<file path="src/rtl/display_pkg.sv">
// Shared types and constants for the hex/decimal digit formatter.
package display_pkg;

  localparam int NUM_DIGITS_DEF = 6;

  typedef enum logic [1:0] {
    ST_IDLE = 2'd0,
    ST_CONV = 2'd1,
    ST_PUB  = 2'd2
  } state_t;

  // Largest value showable in decimal on n digits: 10^n - 1.
  // Elaboration-time only; hardware sees a DATA_W-wide constant.
  function automatic longint unsigned dec_max(input int n);
    longint unsigned m;
    m = 64'd1;
    for (int i = 0; i < n; i++) begin
      m = m * 64'd10;
    end
    return m - 64'd1;
  endfunction

endpackage

</file>
<file path="src/rtl/hex_digit_formatter_if.sv">
// Upstream value handshake plus published display outputs.
interface hex_digit_formatter_if import display_pkg::*; #(
  parameter int NUM_DIGITS = NUM_DIGITS_DEF
);
  localparam int DATA_W = 4 * NUM_DIGITS;

  logic                  in_valid;
  logic                  in_ready;
  logic [DATA_W-1:0]     in_value;
  logic                  in_mode_dec;
  logic                  in_lz_blank;
  logic [DATA_W-1:0]     digits;
  logic [NUM_DIGITS-1:0] digit_blank;
  logic                  ovf;
  logic                  out_valid;

  modport master (
    output in_valid, in_value, in_mode_dec, in_lz_blank,
    input  in_ready, digits, digit_blank, ovf, out_valid
  );

  modport slave (
    input  in_valid, in_value, in_mode_dec, in_lz_blank,
    output in_ready, digits, digit_blank, ovf, out_valid
  );
endinterface

</file>
<file path="src/rtl/bcd_shift_step.sv">
// One double-dabble step: add 3 to each BCD nibble >= 5, then shift the
// whole BCD field left one bit with the binary MSB entering at the bottom.
module bcd_shift_step import display_pkg::*; #(
  parameter int NUM_DIGITS = NUM_DIGITS_DEF
) (
  input  logic [4*NUM_DIGITS-1:0] bcd_i,
  input  logic                    bin_msb_i,
  output logic [4*NUM_DIGITS-1:0] bcd_o
);

  // Per-nibble adjust, then shift; each nibble's adjusted bit 3 feeds the
  // next nibble's LSB. The top nibble's bit 3 falls off, which is safe
  // because the input value is saturated to the displayable range.
  always_comb begin
    logic [3:0] nib;
    logic       carry;
    bcd_o = '0;
    nib   = '0;
    carry = bin_msb_i;
    for (int i = 0; i < NUM_DIGITS; i++) begin
      nib = bcd_i[4*i +: 4];
      if (nib >= 4'd5) begin
        nib = nib + 4'd3;
      end
      bcd_o[4*i +: 4] = {nib[2:0], carry};
      carry = nib[3];
    end
  end

endmodule

</file>
<file path="src/rtl/hex_digit_formatter.sv">
// Formats an unsigned value into per-digit nibbles for 7-segment decoders,
// either as raw hex or as saturated decimal (serial double-dabble), with
// optional leading-zero blanking.
module hex_digit_formatter import display_pkg::*; #(
  parameter int NUM_DIGITS = NUM_DIGITS_DEF
) (
  input logic            clk,
  input logic            rst_n,
  hex_digit_formatter_if.slave bus
);

  localparam int                DATA_W    = 4 * NUM_DIGITS;
  localparam int                CNT_W     = $clog2(DATA_W + 1);
  localparam logic [DATA_W-1:0] DEC_MAX   = DATA_W'(dec_max(NUM_DIGITS));
  localparam logic [CNT_W-1:0]  LAST_STEP = CNT_W'(DATA_W - 1);

  state_t                state_q, state_d;
  logic [DATA_W-1:0]     val_q, val_d;
  logic [DATA_W-1:0]     bcd_q, bcd_d;
  logic [CNT_W-1:0]      cnt_q, cnt_d;
  logic                  mode_q, mode_d;
  logic                  lz_q, lz_d;
  logic                  pend_q, pend_d;
  logic [DATA_W-1:0]     digits_q, digits_d;
  logic [NUM_DIGITS-1:0] blank_q, blank_d;
  logic                  ovf_q, ovf_d;
  logic                  out_valid_q, out_valid_d;

  logic [DATA_W-1:0]     bcd_step;
  logic [DATA_W-1:0]     pub_digits;
  logic [NUM_DIGITS-1:0] pub_blank;
  logic                  in_over;

  bcd_shift_step #(.NUM_DIGITS(NUM_DIGITS)) u_step (
    .bcd_i     (bcd_q),
    .bin_msb_i (val_q[DATA_W-1]),
    .bcd_o     (bcd_step)
  );

  assign in_over    = (bus.in_value > DEC_MAX);
  assign pub_digits = mode_q ? bcd_q : val_q;

  // Leading-zero mask: digit i goes dark when it and every digit above it are zero.
  always_comb begin
    logic zero_run;
    pub_blank = '0;
    zero_run  = lz_q;
    for (int i = NUM_DIGITS - 1; i >= 1; i--) begin
      zero_run     = zero_run & (pub_digits[4*i +: 4] == 4'd0);
      pub_blank[i] = zero_run;
    end
  end

  // Next-state and datapath updates for the IDLE/CONV/PUB sequence.
  always_comb begin
    state_d     = state_q;
    val_d       = val_q;
    bcd_d       = bcd_q;
    cnt_d       = cnt_q;
    mode_d      = mode_q;
    lz_d        = lz_q;
    pend_d      = pend_q;
    digits_d    = digits_q;
    blank_d     = blank_q;
    ovf_d       = ovf_q;
    out_valid_d = 1'b0;
    case (state_q)
      ST_IDLE: begin
        if (bus.in_valid) begin
          mode_d = bus.in_mode_dec;
          lz_d   = bus.in_lz_blank;
          bcd_d  = '0;
          cnt_d  = '0;
          if (bus.in_mode_dec) begin
            val_d   = in_over ? DEC_MAX : bus.in_value;
            pend_d  = in_over;
            state_d = ST_CONV;
          end else begin
            val_d   = bus.in_value;
            pend_d  = 1'b0;
            state_d = ST_PUB;
          end
        end
      end
      ST_CONV: begin
        bcd_d = bcd_step;
        val_d = {val_q[DATA_W-2:0], 1'b0};
        cnt_d = cnt_q + CNT_W'(1);
        if (cnt_q == LAST_STEP) begin
          state_d = ST_PUB;
        end
      end
      ST_PUB: begin
        digits_d    = pub_digits;
        blank_d     = pub_blank;
        ovf_d       = mode_q & pend_q;
        out_valid_d = 1'b1;
        state_d     = ST_IDLE;
      end
      default: state_d = ST_IDLE;
    endcase
  end

  // State and datapath registers; reset discards any conversion in flight.
  always_ff @(posedge clk or negedge rst_n) begin
    if (!rst_n) begin
      state_q     <= ST_IDLE;
      val_q       <= '0;
      bcd_q       <= '0;
      cnt_q       <= '0;
      mode_q      <= 1'b0;
      lz_q        <= 1'b0;
      pend_q      <= 1'b0;
      digits_q    <= '0;
      blank_q     <= '0;
      ovf_q       <= 1'b0;
      out_valid_q <= 1'b0;
    end else begin
      state_q     <= state_d;
      val_q       <= val_d;
      bcd_q       <= bcd_d;
      cnt_q       <= cnt_d;
      mode_q      <= mode_d;
      lz_q        <= lz_d;
      pend_q      <= pend_d;
      digits_q    <= digits_d;
      blank_q     <= blank_d;
      ovf_q       <= ovf_d;
      out_valid_q <= out_valid_d;
    end
  end

  assign bus.in_ready    = (state_q == ST_IDLE);
  assign bus.digits      = digits_q;
  assign bus.digit_blank = blank_q;
  assign bus.ovf         = ovf_q;
  assign bus.out_valid   = out_valid_q;

endmodule

</file>
<file path="src/flat_wrapper.sv">
// flat-port wrapper written by rule: the top's interface ports become plain ports
module hex_digit_formatter_flat import display_pkg::*;
#(
  parameter int NUM_DIGITS = NUM_DIGITS_DEF
)
  (clk, rst_n, bus_in_valid, bus_in_value, bus_in_mode_dec, bus_in_lz_blank, bus_in_ready, bus_digits, bus_digit_blank, bus_ovf, bus_out_valid);
  hex_digit_formatter_if #(.NUM_DIGITS(NUM_DIGITS)) bus_i ();
  input logic clk;
  input logic rst_n;
  input wire logic [$bits(bus_i.in_valid)-1:0] bus_in_valid;
  input wire logic [$bits(bus_i.in_value)-1:0] bus_in_value;
  input wire logic [$bits(bus_i.in_mode_dec)-1:0] bus_in_mode_dec;
  input wire logic [$bits(bus_i.in_lz_blank)-1:0] bus_in_lz_blank;
  output wire logic [$bits(bus_i.in_ready)-1:0] bus_in_ready;
  output wire logic [$bits(bus_i.digits)-1:0] bus_digits;
  output wire logic [$bits(bus_i.digit_blank)-1:0] bus_digit_blank;
  output wire logic [$bits(bus_i.ovf)-1:0] bus_ovf;
  output wire logic [$bits(bus_i.out_valid)-1:0] bus_out_valid;
  assign bus_i.in_valid = bus_in_valid;
  assign bus_i.in_value = bus_in_value;
  assign bus_i.in_mode_dec = bus_in_mode_dec;
  assign bus_i.in_lz_blank = bus_in_lz_blank;
  assign bus_in_ready = bus_i.in_ready;
  assign bus_digits = bus_i.digits;
  assign bus_digit_blank = bus_i.digit_blank;
  assign bus_ovf = bus_i.ovf;
  assign bus_out_valid = bus_i.out_valid;
  hex_digit_formatter #(.NUM_DIGITS(NUM_DIGITS)) u_core (.clk(clk), .rst_n(rst_n), .bus(bus_i));
endmodule
</file>
<file path="config.mk">
export PLATFORM = sky130hd
export DESIGN_NAME = hex_digit_formatter_flat
export DESIGN_NICKNAME = d
export VERILOG_FILES = /design/src/rtl/display_pkg.sv /design/src/rtl/hex_digit_formatter_if.sv /design/src/rtl/bcd_shift_step.sv /design/src/rtl/hex_digit_formatter.sv /design/src/flat_wrapper.sv
export SDC_FILE = /design/constraint.sdc
export NUM_CORES = 1
export LEC_CHECK = 0
export ABC_CLOCK_PERIOD_IN_PS = 4300
export BUFFER_PORTS_ARGS = -buffer_cell sky130_fd_sc_hd__buf_2
export CAP_MARGIN = 20
export CORE_ASPECT_RATIO = 2
export CORE_MARGIN = 2
export CORE_UTILIZATION = 45
export CTS_BUF_LIST = sky130_fd_sc_hd__clkbuf_2
export DETAILED_ROUTE_END_ITERATION = 10
export PLACE_DENSITY = 0.69
export SETUP_SLACK_MARGIN = 0.5
export SLEW_MARGIN = 40
export SYNTH_ARGS = -nofsm -noshare
export SYNTH_HDL_FRONTEND = slang
export SYNTH_SLANG_ARGS = --single-unit
export TNS_END_PERCENT = 50
</file>
<file path="constraint.sdc">
create_clock -name clk -period 4.3 [get_ports clk]
set_input_delay 0.86 -clock clk [delete_from_list [all_inputs] [get_ports clk]]
set_output_delay 0.86 -clock clk [all_outputs]
set_load 0.02 [all_outputs]
</file>
; ---- Word level (Yosys, flattened, before mapping)
; Index checks and enable logic that the tools add are counted.
[classes]
n_addsub = 7
magnitude_cmp = 7
eq_ne = 5
muxes = 21
n_bitwise = 6
n_reduce_logical = 10
[ops]
columns = operator, count
row1 = $mux W24, 5
row2 = $pmux W24 S2, 2
row3 = $ge A4 B3 Y1 const B, 6
row4 = $gt A24 B20 Y1 const B, 1
row5 = $add A4 B2 Y4 const B, 5
row6 = $logic_not A4 Y1, 5
row7 = $mux W4, 5
row8 = $pmux W5 S2, 1
row9 = $and A1 B1 Y1, 6
row10 = $mux W2, 3
row11 = $reduce_and A2 Y1, 3
row12 = $add A5 B1 Y5 const B, 1
row13 = $eq A5 B5 Y1 const B, 1
row14 = $mux W5, 1
row15 = $pmux W2 S2, 1
row16 = $add A3 B2 Y3 const B, 1
row17 = $mux W3, 1
row18 = $eq A2 B1 Y1 const B, 1
row19 = $eq A2 B2 Y1 const B, 1
row20 = $logic_not A2 Y1, 1
row21 = $mux W1, 2
row22 = $ne A2 B1 Y1 const B, 1
row23 = $ne A2 B2 Y1 const B, 1
row24 = $reduce_bool A2 Y1, 1
[word_totals]
register_bits = 89
input_bits = 29
out_inout_bits = 33

; ---- Depth between registers and ports, before layout
; Gate-level depths: netlist of the first run.
[depth]
depth_word = 7
depth_mapped = 7
depth_no_buf = 6

; ---- Cells and area by module
; A second synthesis of the first run with hierarchy kept.
[unflattened]
cells_unflattened = 469
hier_area_um2 = 4633.2
[modules_own_cells]
columns = mod, instances, cells_each, area_per_inst_um2
row1 = hex_digit_formatter, 1, 376, 4037.6
row2 = bcd_shift_step, 1, 93, 595.6

; ---- Least setup slack after synthesis of the first run
; No wires, ideal clock.
[synth_timing]
kind = input port to flip-flop
start = input bus_in_value[12]
end = register u_core.val_q[21]
arrival_time_ns = 2.033
required_ns = 4.172
slack_ns = 2.138
cell_stages = 5
n_path_buf = 1
cell_sequence = or4_4 nor4_4 o31a_2 buf_6 a211oi_2
[synth_between]
elab_chain_len = 5
[synth_lines]
columns = item, line
row1 = from (decl), flat_wrapper.sv:11  ; input wire logic [$bits(bus_i.in_value)-1:0] bus_in_value;
row2 = $gt A24 B20 Y1, hex_digit_formatter.sv:40  ; assign in_over = (bus.in_value > DEC_MAX);
row3 = $mux W24, hex_digit_formatter.sv:75  ; val_d = in_over ? DEC_MAX : bus.in_value;
row4 = $mux W24, hex_digit_formatter.sv:74  ; if (bus.in_mode_dec) begin
row5 = $mux W24, hex_digit_formatter.sv:69  ; if (bus.in_valid) begin
row6 = $pmux W24 S2, hex_digit_formatter.sv:67  ; case (state_q)
row7 = to (signal assigned), hex_digit_formatter.sv:120  ; val_q <= val_d;
row8 = to (decl), hex_digit_formatter.sv:18  ; logic [DATA_W-1:0] val_q, val_d;
; Every way passes these cells. The select of a mux whose other input is x is not followed.
; A chain may end at the register's enable or synchronous reset.

; ---- Worst setup path after layout of the first run
[layout_timing]
start = register u_core.state_q[0]
end = output bus_in_ready
[layout_between]
elab_chain_len = 1
[layout_lines]
columns = item, line
row1 = from (decl), hex_digit_formatter.sv:17  ; state_t state_q, state_d;
row2 = from (signal assigned), hex_digit_formatter.sv:119  ; state_q <= state_d;
row3 = $logic_not A2 Y1, hex_digit_formatter.sv:133  ; assign bus.in_ready = (state_q == ST_IDLE);
row4 = to (decl), flat_wrapper.sv:14  ; output wire logic [$bits(bus_i.in_ready)-1:0] bus_in_ready;
; Every way passes these cells.

==> results of run 1 <==
==> power groups by stage <==
stage / combinational (mW) / clock [mW] / sequential, mW
after detailed placement: 1.76 / 0 / 1.54
after global placement: 1.71 / 0 / 1.52
after global routing: 1.98 / 0.350 / 1.58
after CTS: 1.77 / 0.323 / 1.52
final: 1.75 / 0.314 / 1.53
after floorplan: 1.24 / 0 / 1.55
==> cell usage after synthesis, types with 13 or more instances <==
cell type	n
ha_1	13
nand3b_1	18
mux2i_1	26
nor2_1	15
a21oi_1	54
clkbuf_1	30
inv_1	15
o22ai_1	22
a22oi_1	14
nand2_1	66
o21ai_0	46
dfrtp_1	89
==> layout make-up <==
cell class,count,area share
Multi-Input combinational cell,371,0.457
Timing Repair Buffer,69,0.0702
Clock buffer,10,0.00939
Sequential cell,89,0.418
Antenna cell,1,0.000469
Clock inverter,3,0.00211
Inverter,15,0.0106
Tap cell,137,0.0322
==> cells by family after synthesis <==
family | synth area share
AND/OR/NAND/NOR | 0.141
other | 0.000769
flip-flops | 0.457
multiplexers | 0.0672
XOR/XNOR | 0.0197
adder cells (fa/ha/maj) | 0.0333
buffers and inverters | 0.0464
AO/OA/AOI/OAI | 0.235
==> per-stage QoR <==
stage                     hold slack [ps]  setup slack (ps)
after floorplan                       450              2140
after global placement                457              1900
after detailed placement              464              1870
after CTS                             370              1830
after global routing                  238              1710
final                                 251              1840
==> sequential cells by signal, indices dropped and copies added, names as in the netlist <==
name / count
u_core.bcd_q: 24
u_core.bus.digits: 24
u_core.val_q: 24
u_core.bus.digit_blank: 5
u_core.cnt_q: 5
u_core.state_q: 2
u_core.bus.out_valid: 1
u_core.bus.ovf: 1
u_core.lz_q: 1
u_core.mode_q: 1
u_core.pend_q: 1
==> worst reg2reg max path: stages (launching register included) <==
cell and delay [ps]:
dfrtp_1 740, buf_4 420, mux2_2 390, nand3_1 120, o21ai_0 110
==> metal layers <==
metal / global-route usage / vias to the layer above / routed length (um)
li1: - / 1951 / -
met1: 0.248 / 1938 / 4590
met2: 0.354 / 123 / 5840
met3: 0.0364 / 12 / 590
met4: 0.0625 / 0 / 142
met5: 0 / - / 0
==> how the worst min path moves through the flow <==
stage                               from                   endpoint
3_5_place_dp   u_core.bus.digit_blank[4]  u_core.bus.digit_blank[4]
6_report                           rst_n            u_core.cnt_q[3]
5_1_grt                            rst_n            u_core.cnt_q[3]
3_3_place_gp   u_core.bus.digit_blank[5]  u_core.bus.digit_blank[5]
2_1_floorplan            u_core.cnt_q[4]            u_core.cnt_q[4]
4_1_cts                            rst_n            u_core.cnt_q[3]
==> metrics, run 1 <==
average cell area after synthesis about 9.5 sq um; post-synthesis net count between 500 and 600; crit path launch type flop; Combinational Power Share 0.488; vias in the first global route 3,865; largest net degree at the start of global routing 64; largest area contributor in the netlist dfrtp_1; pwr dens between 600 and 700 nW/um^2; Routed Antenna Nets 0; Die Ht around 150 um; post-synthesis register bit count 89; P_int slightly below 2 mW; most frequent cells in the layout 89 x dfrtp_1, 66 x nand2_1, 59 x buf_2, 54 x a21oi_1, 45 x o21ai_0; Leakage between 2 and 2.5 nW; Cell Chain, Critical Path buf_4 -> nor2_1 -> buf_2; Clock Power Share 0.087; CTS buffer count 9; worst hold path type in -> async; # fillers ~990; Final nets ~600; Slew headroom 0.612; initial cell density of the core 0.463; Row Count between 50 and 60; CP max-delay cell dfrtp_1; Yosys top cell area share 0.457; cell count along the critical path 3; Reg2Reg Launch Point u_core.mode_q; chip width between 70 and 80 um; top cells by area, synth dfrtp_1 46%, a21oi_1 5.5%, mux2i_1 5.3%; status finished clean; Final Hold Viols 0; grt ovf 0; htree depth 3; Detailed Route WL ~11 mm; Switching Fraction 0.457; 1st-pass router iterations 4; post-placement cell area between 5000 and 6000 sq um; Crit path max-delay family buffers and inverters; Clock Pin Slew Worst Setup and Hold Paths roughly 200 ps; required time worst endpoint 3440 ps; post-route design area ~5300 sq um; setup violators final 0; first-pass GRT wire length 18.9 mm; Worst R2R Setup Slack approximately 2400 ps; Iteration-0 DRC Markers 238; Synth Flop Type dfrtp_1; CP Capture Type output pin; Layout Cells excl Fill roughly 700; Setup TNS 0 ps; worst-path fanout max 50; CP peak stage delay around 400 ps; power share of the sequential group 0.425; max-cap viol count 0; layout cell share with drive strength beyond 1 0.189; HPWL after detailed placement 8.06 mm; Root Buffer clkbuf_2; commonest non-fill, non-tap cell in the layout dfrtp_1; Worst setup startpoint u_core.state_q[0]; Post-CTS Setup Bufs 0; IO Count 62; sw power around 1.6 mW; Max Fclk ~0.4 GHz; synth unique cells 46; Core Util, Final 0.506; Multi-input gate area between 2000 and 2500 sq um; area grow syn2layout 9.28%; period utilization 0.572; via count 4,024; antenna violations before repair 1; dpl cells 681; Final GP Congestion 0.843; Resized Gates After CTS 0; clock sink count 89; Post-route DRC 0; number of synthesized flops with an enable pin 0; hold_buf cts 0; Seq. cell area ~2200 sq um; Reg2Reg Capture Point u_core.bus.digit_blank[2]; post-synthesis sequential area ratio 0.457; wire per inst approximately 16 um; R2R cell count 4; worst slew pin tran around 580 ps; CTS tree built; CORE AREA roughly 11,000 sq um; Yosys Warn Count 0; min Tclk post-route around 2500 ps; worst path bufs/invs 2; Setup crit end bus_in_ready; CTS max path bufs 2; cell area after synthesis 4880 sq um; Worst EP arrival ~1600 ps; RSZ-0062 raised after global routing false; PortBufs 60; via-per-instance ratio 5.79; Synth async-reset ratio 1.00; Skew-Pair Late Insertion Delay 530 ps; Slew Viols, Final 0; Clock Skew 13.9 ps; die area roughly 12,000 sq um; total track usage 0.201; Post-Synthesis Cells 514; worst vdd ir roughly 0.32 mV; critical path class reg -> out; Tot Pwr 3.59 mW
Power figures use the tool's default switching activity.
==> inputs of run 2 (changes only) <==
--- a/config.mk
+++ b/config.mk
@@ -5,7 +5,7 @@
 export SDC_FILE = /design/constraint.sdc
 export NUM_CORES = 1
 export LEC_CHECK = 0
-export ABC_CLOCK_PERIOD_IN_PS = 4300
+export ABC_CLOCK_PERIOD_IN_PS = 2550
 export BUFFER_PORTS_ARGS = -buffer_cell sky130_fd_sc_hd__buf_2
 export CAP_MARGIN = 20
 export CORE_ASPECT_RATIO = 2
==> constraint.sdc (replaced) <==
create_clock -name clk -period 2.55 [get_ports clk]
set_input_delay 0.51 -clock clk [delete_from_list [all_inputs] [get_ports clk]]
set_output_delay 0.51 -clock clk [all_outputs]
set_load 0.02 [all_outputs]
==> run 2 against run 1 <==
Die area is the same. Core utilization grew 1.5 points. Sequential cell count is the same. Non-clock buffer count grew 8. Sequential power grew 70%. Total power grew 78%. Register-to-register slack lost 1700 ps. Final cell count grew 1.6%. Sequential share of layout area shrank 1.1 points. Largest power group unchanged.
==> metrics, run 2 (synthesis results as in run 1) <==
Final GP Congestion 0.843 (about the same); total track usage 0.206 (was 0.201); CORE AREA 10,500 sq um (unchanged); Detailed Route WL 12.0 mm (was 11.2 mm); via-per-instance ratio 5.89 (was 5.79); die area 11,700 sq um (unchanged); via count 4,158 (was 4,024); commonest non-fill, non-tap cell in the layout dfrtp_1 (unchanged); status finished clean (unchanged); worst hold path type in -> reg (was in -> async); min Tclk post-route roughly 2000 ps; CTS tree built (unchanged); Worst EP arrival 1450 ps (was 1600 ps); Max Fclk 0.511 GHz; Clock Pin Slew Worst Setup and Hold Paths 250 ps (was 200 ps); vias in the first global route 3,897 (was 3,865); max-cap viol count 0 (unchanged); chip width 77.6 um (unchanged); required time worst endpoint 2040 ps (was 3440 ps); Hold Path Depth 3; Leakage 2.45 nW (was 2.37 nW); antenna violations before repair 1 (unchanged); Core Util, Final 0.520 (was 0.506); crit path launch type flop (unchanged); Die Ht 151 um (unchanged); RSZ-0062 raised after global routing false (unchanged); worst vdd ir 0.455 mV (was 0.320 mV); Multi-input gate area 2440 sq um (unchanged); worst slack at placement 461 ps (was 1870 ps); Worst R2R Setup Slack 700 ps (was 2430 ps); CP Capture Type output pin (unchanged); layout cell share with drive strength beyond 1 0.210 (was 0.189); setup violators final 0 (unchanged); 1st-pass router iterations 5 (was 4); HPWL after detailed placement 8.43 mm (was 8.06 mm); area grow syn2layout 12.5% (was 9.28%); Iteration-0 DRC Markers 289 (was 238); Final nets 605 (was 597); worst-path fanout max 4 (was 50); most frequent cells in the layout 87 x dfrtp_1, 66 x nand2_1, 58 x buf_2, 54 x a21oi_1, 45 x o21ai_0 (was 89 x dfrtp_1, 66 x nand2_1, 59 x buf_2, 54 x a21oi_1, 45 x o21ai_0); pwr dens 1170 nW/um^2 (was 674 nW/um^2); Slew Viols, Final 0 (unchanged); Row Count 53 (unchanged); CTS max path bufs 2 (unchanged); period utilization 0.768; first-pass GRT wire length 19.2 mm (was 18.9 mm); Setup WS post-layout 592 ps (was 1840 ps); Reg2Reg Launch Point u_core.mode_q (unchanged); initial cell density of the core 0.463 (unchanged); Setup TNS 0 ps (unchanged); IO Count 62 (unchanged); # fillers 993 (was 989); Routed Antenna Nets 0 (unchanged); PortBufs 60 (unchanged); grt ovf 0 (unchanged); largest net degree at the start of global routing 55 (was 64); Seq. cell area 2230 sq um (about the same); Root Buffer clkbuf_2 (unchanged); Post-route DRC 0 (unchanged); Clock Skew 27.7 ps (was 13.9 ps); hold_sp bus_in_lz_blank; R2R cell count 4 (unchanged); Skew-Pair Late Insertion Delay 550 ps (was 530 ps); critical path class reg -> out (unchanged); Reg2Reg Capture Point u_core.bus.digit_blank[1] (was u_core.bus.digit_blank[2]); clock sink count 89 (unchanged); Final Hold Viols 0 (unchanged); wire per inst 17.0 um (was 16.1 um); WHS Endpoint u_core.lz_q; htree depth 3 (unchanged); CTS buffer count 9 (unchanged)
==> run 2: cell count changes in the layout (fill, tap and decap cells not counted), sizes merged <==
| cell | before | now |
|---|---|---|
| bufinv | 0 | 1 |
| clkbuf | 10 | 9 |
| clkinv | 3 | 5 |
| clkinvlp | 0 | 1 |
| dlygate4sd3 | 0 | 1 |
| buf | 69 | 76 |
==> run 2: how the worst max path moves through the flow <==
stage	startpoint	to	slack, ps	cells after the start
after CTS	u_core.state_q[0]	bus_in_ready	500	3
after detailed placement	bus_in_value[12]	u_core.val_q[20]	460	5
after global placement	bus_in_value[12]	u_core.val_q[20]	530	5
final	u_core.state_q[0]	bus_in_ready	590	3
after global routing	u_core.state_q[0]	bus_in_ready	500	3
after floorplan	bus_in_value[12]	u_core.val_q[21]	740	5
==> run 2: layer usage <==
layer / share of wire / track usage / vias to the layer above
li1: - / - / 1974
met1: 0.41 / 0.247 / 2004
met2: 0.50 / 0.352 / 156
met3: 0.051 / 0.0340 / 24
met4: 0.035 / 0.111 / 0
met5: 0 / 0 / -
==> run 2: per-stage QoR <==
step / cells / hold WS, ps / power, mW / cell area [sq um]
after floorplan: 514 / 214 / 4.71 / 4880
after global placement: 685 / 459 / 5.52 / 5320
after detailed placement: 685 / 465 / 5.65 / 5320
after CTS: 704 / 104 / 6.38 / 5460
after global routing: 706 / 90.9 / 6.87 / 5490
final: 706 / 132 / 6.41 / 5490
==> run 2: report_power, final <==
group | switching (mW) | total, mW | internal, mW
clock | 0.472 | 0.688 | 0.216
combinational | 1.78 | 3.12 | 1.34
sequential | 0.659 | 2.60 | 1.94
==> run 2: worst max-delay path: stages (launching register included) <==
cell and delay (ps):
dfrtp_4 550, buf_6 130, nor2_4 90, buf_6 120
==> run 2: layout make-up <==
class | instances | share of cell area
clock inverter | 7 | 0.0112
clock buffer | 9 | 0.00821
antenna | 1 | 0.000456
inverter | 15 | 0.0103
timing repair buffer | 77 | 0.0876
sequential | 89 | 0.407
multi-input combinational | 371 | 0.444
tap | 137 | 0.0312
==> run 2: repair_timing <==
item | CTS | global route
hold buffers | 1 | 0
resized for setup | 4 | 4
hold endpoints to repair | 35 | 0
setup endpoints to repair | 1 | 1
pin swaps | 0 | 0
setup buffers | 2 | 1
==> inputs of run 3 (changes only) <==
--- a/config.mk
+++ b/config.mk
@@ -5,7 +5,7 @@
 export SDC_FILE = /design/constraint.sdc
 export NUM_CORES = 1
 export LEC_CHECK = 0
-export ABC_CLOCK_PERIOD_IN_PS = 2550
+export ABC_CLOCK_PERIOD_IN_PS = 1900
 export BUFFER_PORTS_ARGS = -buffer_cell sky130_fd_sc_hd__buf_2
 export CAP_MARGIN = 20
 export CORE_ASPECT_RATIO = 2
==> constraint.sdc (replaced) <==
create_clock -name clk -period 1.9 [get_ports clk]
set_input_delay 0.38 -clock clk [delete_from_list [all_inputs] [get_ports clk]]
set_output_delay 0.38 -clock clk [all_outputs]
set_load 0.02 [all_outputs]
==> run 3 against run 2 <==
Critical path depth stayed put. Total power rose by 72%. First-iteration DRC count grew 61%. Die area unchanged. Setup slack worse by 410 ps. Sequential power up 39%. Via count grew 11%. Clock skew about the same. Critical path type unchanged.
==> metrics, run 3 (synthesis results as in run 1) <==
Post-route DRC 0 (unchanged); commonest non-fill, non-tap cell in the layout dfrtp_1 (unchanged); wire per inst 18.8 um (was 17.0 um); required time worst endpoint 1520 ps (was 2040 ps); HPWL after detailed placement 8.39 mm (was 8.43 mm); CP Capture Type output pin (unchanged); period utilization 0.902; layout cell share with drive strength beyond 1 0.404 (was 0.210); Final GP Congestion 0.819 (was 0.843); Clock Power Share 0.072 (was 0.107); status finished clean (unchanged); RSZ-0062 raised after global routing true (was false); htree depth 3 (unchanged); max-cap viol count 0 (unchanged); Die Ht 151 um (unchanged); Tot Pwr 11.0 mW (was 6.41 mW); first-pass GRT wire length 21.8 mm (was 19.2 mm); setup violators final 0 (unchanged); crit path launch type flop (unchanged); Combinational Power Share 0.600 (was 0.487); Max Fclk approximately 0.58 GHz; CTS buffer count 9 (unchanged); CTS max path bufs 2 (unchanged); via count 4,605 (was 4,158); initial cell density of the core 0.463 (unchanged); area grow syn2layout 39.5% (was 12.5%); most frequent cells in the layout 82 x dfrtp_1, 67 x buf_4, 66 x nand2_1, 42 x a21oi_1, 38 x o21ai_0 (was 87 x dfrtp_1, 66 x nand2_1, 58 x buf_2, 54 x a21oi_1, 45 x o21ai_0); Switching Fraction 0.438 (was 0.454); worst-path fanout max 2 (was 4); worst slew pin tran about 510 ps; worst hold path type in -> reg (unchanged); Row Count 53 (unchanged); min Tclk post-route about 1700 ps; Layout Cells excl Fill 777 (was 706); largest net degree at the start of global routing 90 (was 55); # fillers 817 (was 993); Final nets 678 (was 605); critical path class reg -> out (unchanged); Clock Pin Slew Worst Setup and Hold Paths 200 ps (was 250 ps); pwr dens 1620 nW/um^2 (was 1170 nW/um^2); die area 11,700 sq um (unchanged); Final Hold Viols 0 (unchanged); worst vdd ir 1.44 mV (was 0.455 mV); power share of the sequential group 0.327 (was 0.405); antenna violations before repair 1 (unchanged); sw power 4.83 mW (was 2.91 mW); IO Count 62 (unchanged); Iteration-0 DRC Markers 464 (was 289); Slew Viols, Final 0 (unchanged); Root Buffer clkbuf_2 (unchanged); grt ovf 0 (unchanged); 1st-pass router iterations 7 (was 5); via-per-instance ratio 5.93 (was 5.89); Worst EP arrival 1330 ps (was 1450 ps); clock sink count 89 (unchanged); Detailed Route WL 14.6 mm (was 12.0 mm); Skew-Pair Late Insertion Delay 580 ps (was 550 ps); Leakage 3.00 nW (was 2.45 nW); Slew headroom 0.663; chip width 77.6 um (unchanged); CORE AREA 10,500 sq um (unchanged); PortBufs 60 (unchanged); Routed Antenna Nets 0 (unchanged); Clock Skew 27.2 ps (was 27.7 ps); CTS tree built (unchanged); total track usage 0.237 (was 0.206); dpl cells 691 (was 685); P_int 6.21 mW (was 3.50 mW); vias in the first global route 4,371 (was 3,897)
==> run 3: cell types whose count changed in the layout (fill, tap and decap cells not counted), moves of 8 or more <==
cell      change
nand2b_4      +8
buf_4        +54
inv_2        +12
buf_6        +32
inv_1        -13
a21oi_1      -12
ha_1         -11
buf_2        -30
==> run 3: power by group through the flow <==
stage	Sequential, mW	Combinational [mW]	Clock (mW)
2_1_floorplan	3.53	2.87	0
3_3_place_gp	3.46	4.19	0
3_5_place_dp	3.49	4.30	0
4_1_cts	3.50	5.60	0.800
5_1_grt	3.69	7.07	0.895
6_report	3.61	6.63	0.800
==> run 3: final timing paths <==
kind | startpoint | endpoint | slack, ps | cells past startpoint
worst max-delay path | u_core.state_q[0] | bus_in_ready | 190 | 3
worst min register to register | u_core.cnt_q[4] | u_core.cnt_q[4] | 500 | 1
max in group asynchronous | rst_n | u_core.bcd_q[8] | 1140 | 3
worst max register to register | u_core.val_q[19] | u_core.bus.digit_blank[1] | 240 | 4
worst min-delay path | bus_in_value[0] | u_core.val_q[0] | 60 | 3
min in group asynchronous | rst_n | u_core.cnt_q[1] | 310 | 3
==> run 3: what timing repair did <==
item,4_1_cts,5_1_grt
hold buffers,2,0
resized for setup,115,59
gates cloned,3,5
setup endpoints to repair,106,116
pin swaps,15,13
setup buffers,40,21
endpoints found under the hold margin,90,0
==> run 3: layout make-up <==
cell class | instances | area (sq um) | share of cell area
Tap cell | 137 | 171 | 0.0252
Inverter | 15 | 60.1 | 0.00883
Multi-Input combinational cell | 371 | 2820 | 0.414
Sequential cell | 89 | 2240 | 0.329
Clock inverter | 3 | 20.0 | 0.00294
Timing Repair Buffer | 150 | 1440 | 0.212
Antenna cell | 1 | 2.50 | 0.000368
Clock buffer | 11 | 55.1 | 0.00809
==> run 3: routing by layer <==
metal,vias to the layer above,part of all wire,global-route usage
met3,55,0.055,0.0322
met4,0,0.045,0.143
met5,-,0,0
met1,2216,0.38,0.287
li1,2130,-,-
met2,204,0.52,0.399
==> run 3: critical path, cell delays in order, from the launching register on <==
cell and delay [ps]:
dfrtp_2 470, buf_6 130, nor2_4 70, buf_6 120
==> run 3: metrics by stage <==
step	TNS, ps	cell area, sq um	util	setup WS, ps	hold WS (ps)
after global placement	-97.3	5420	0.514	-22.5	457
after CTS	0	6310	0.598	168	56.4
after global routing	0	6810	0.645	132	69.9
after floorplan	0	4910	-	218	84.4
after detailed placement	-650	5420	0.514	-69.7	460
final	0	6810	0.645	186	64.6
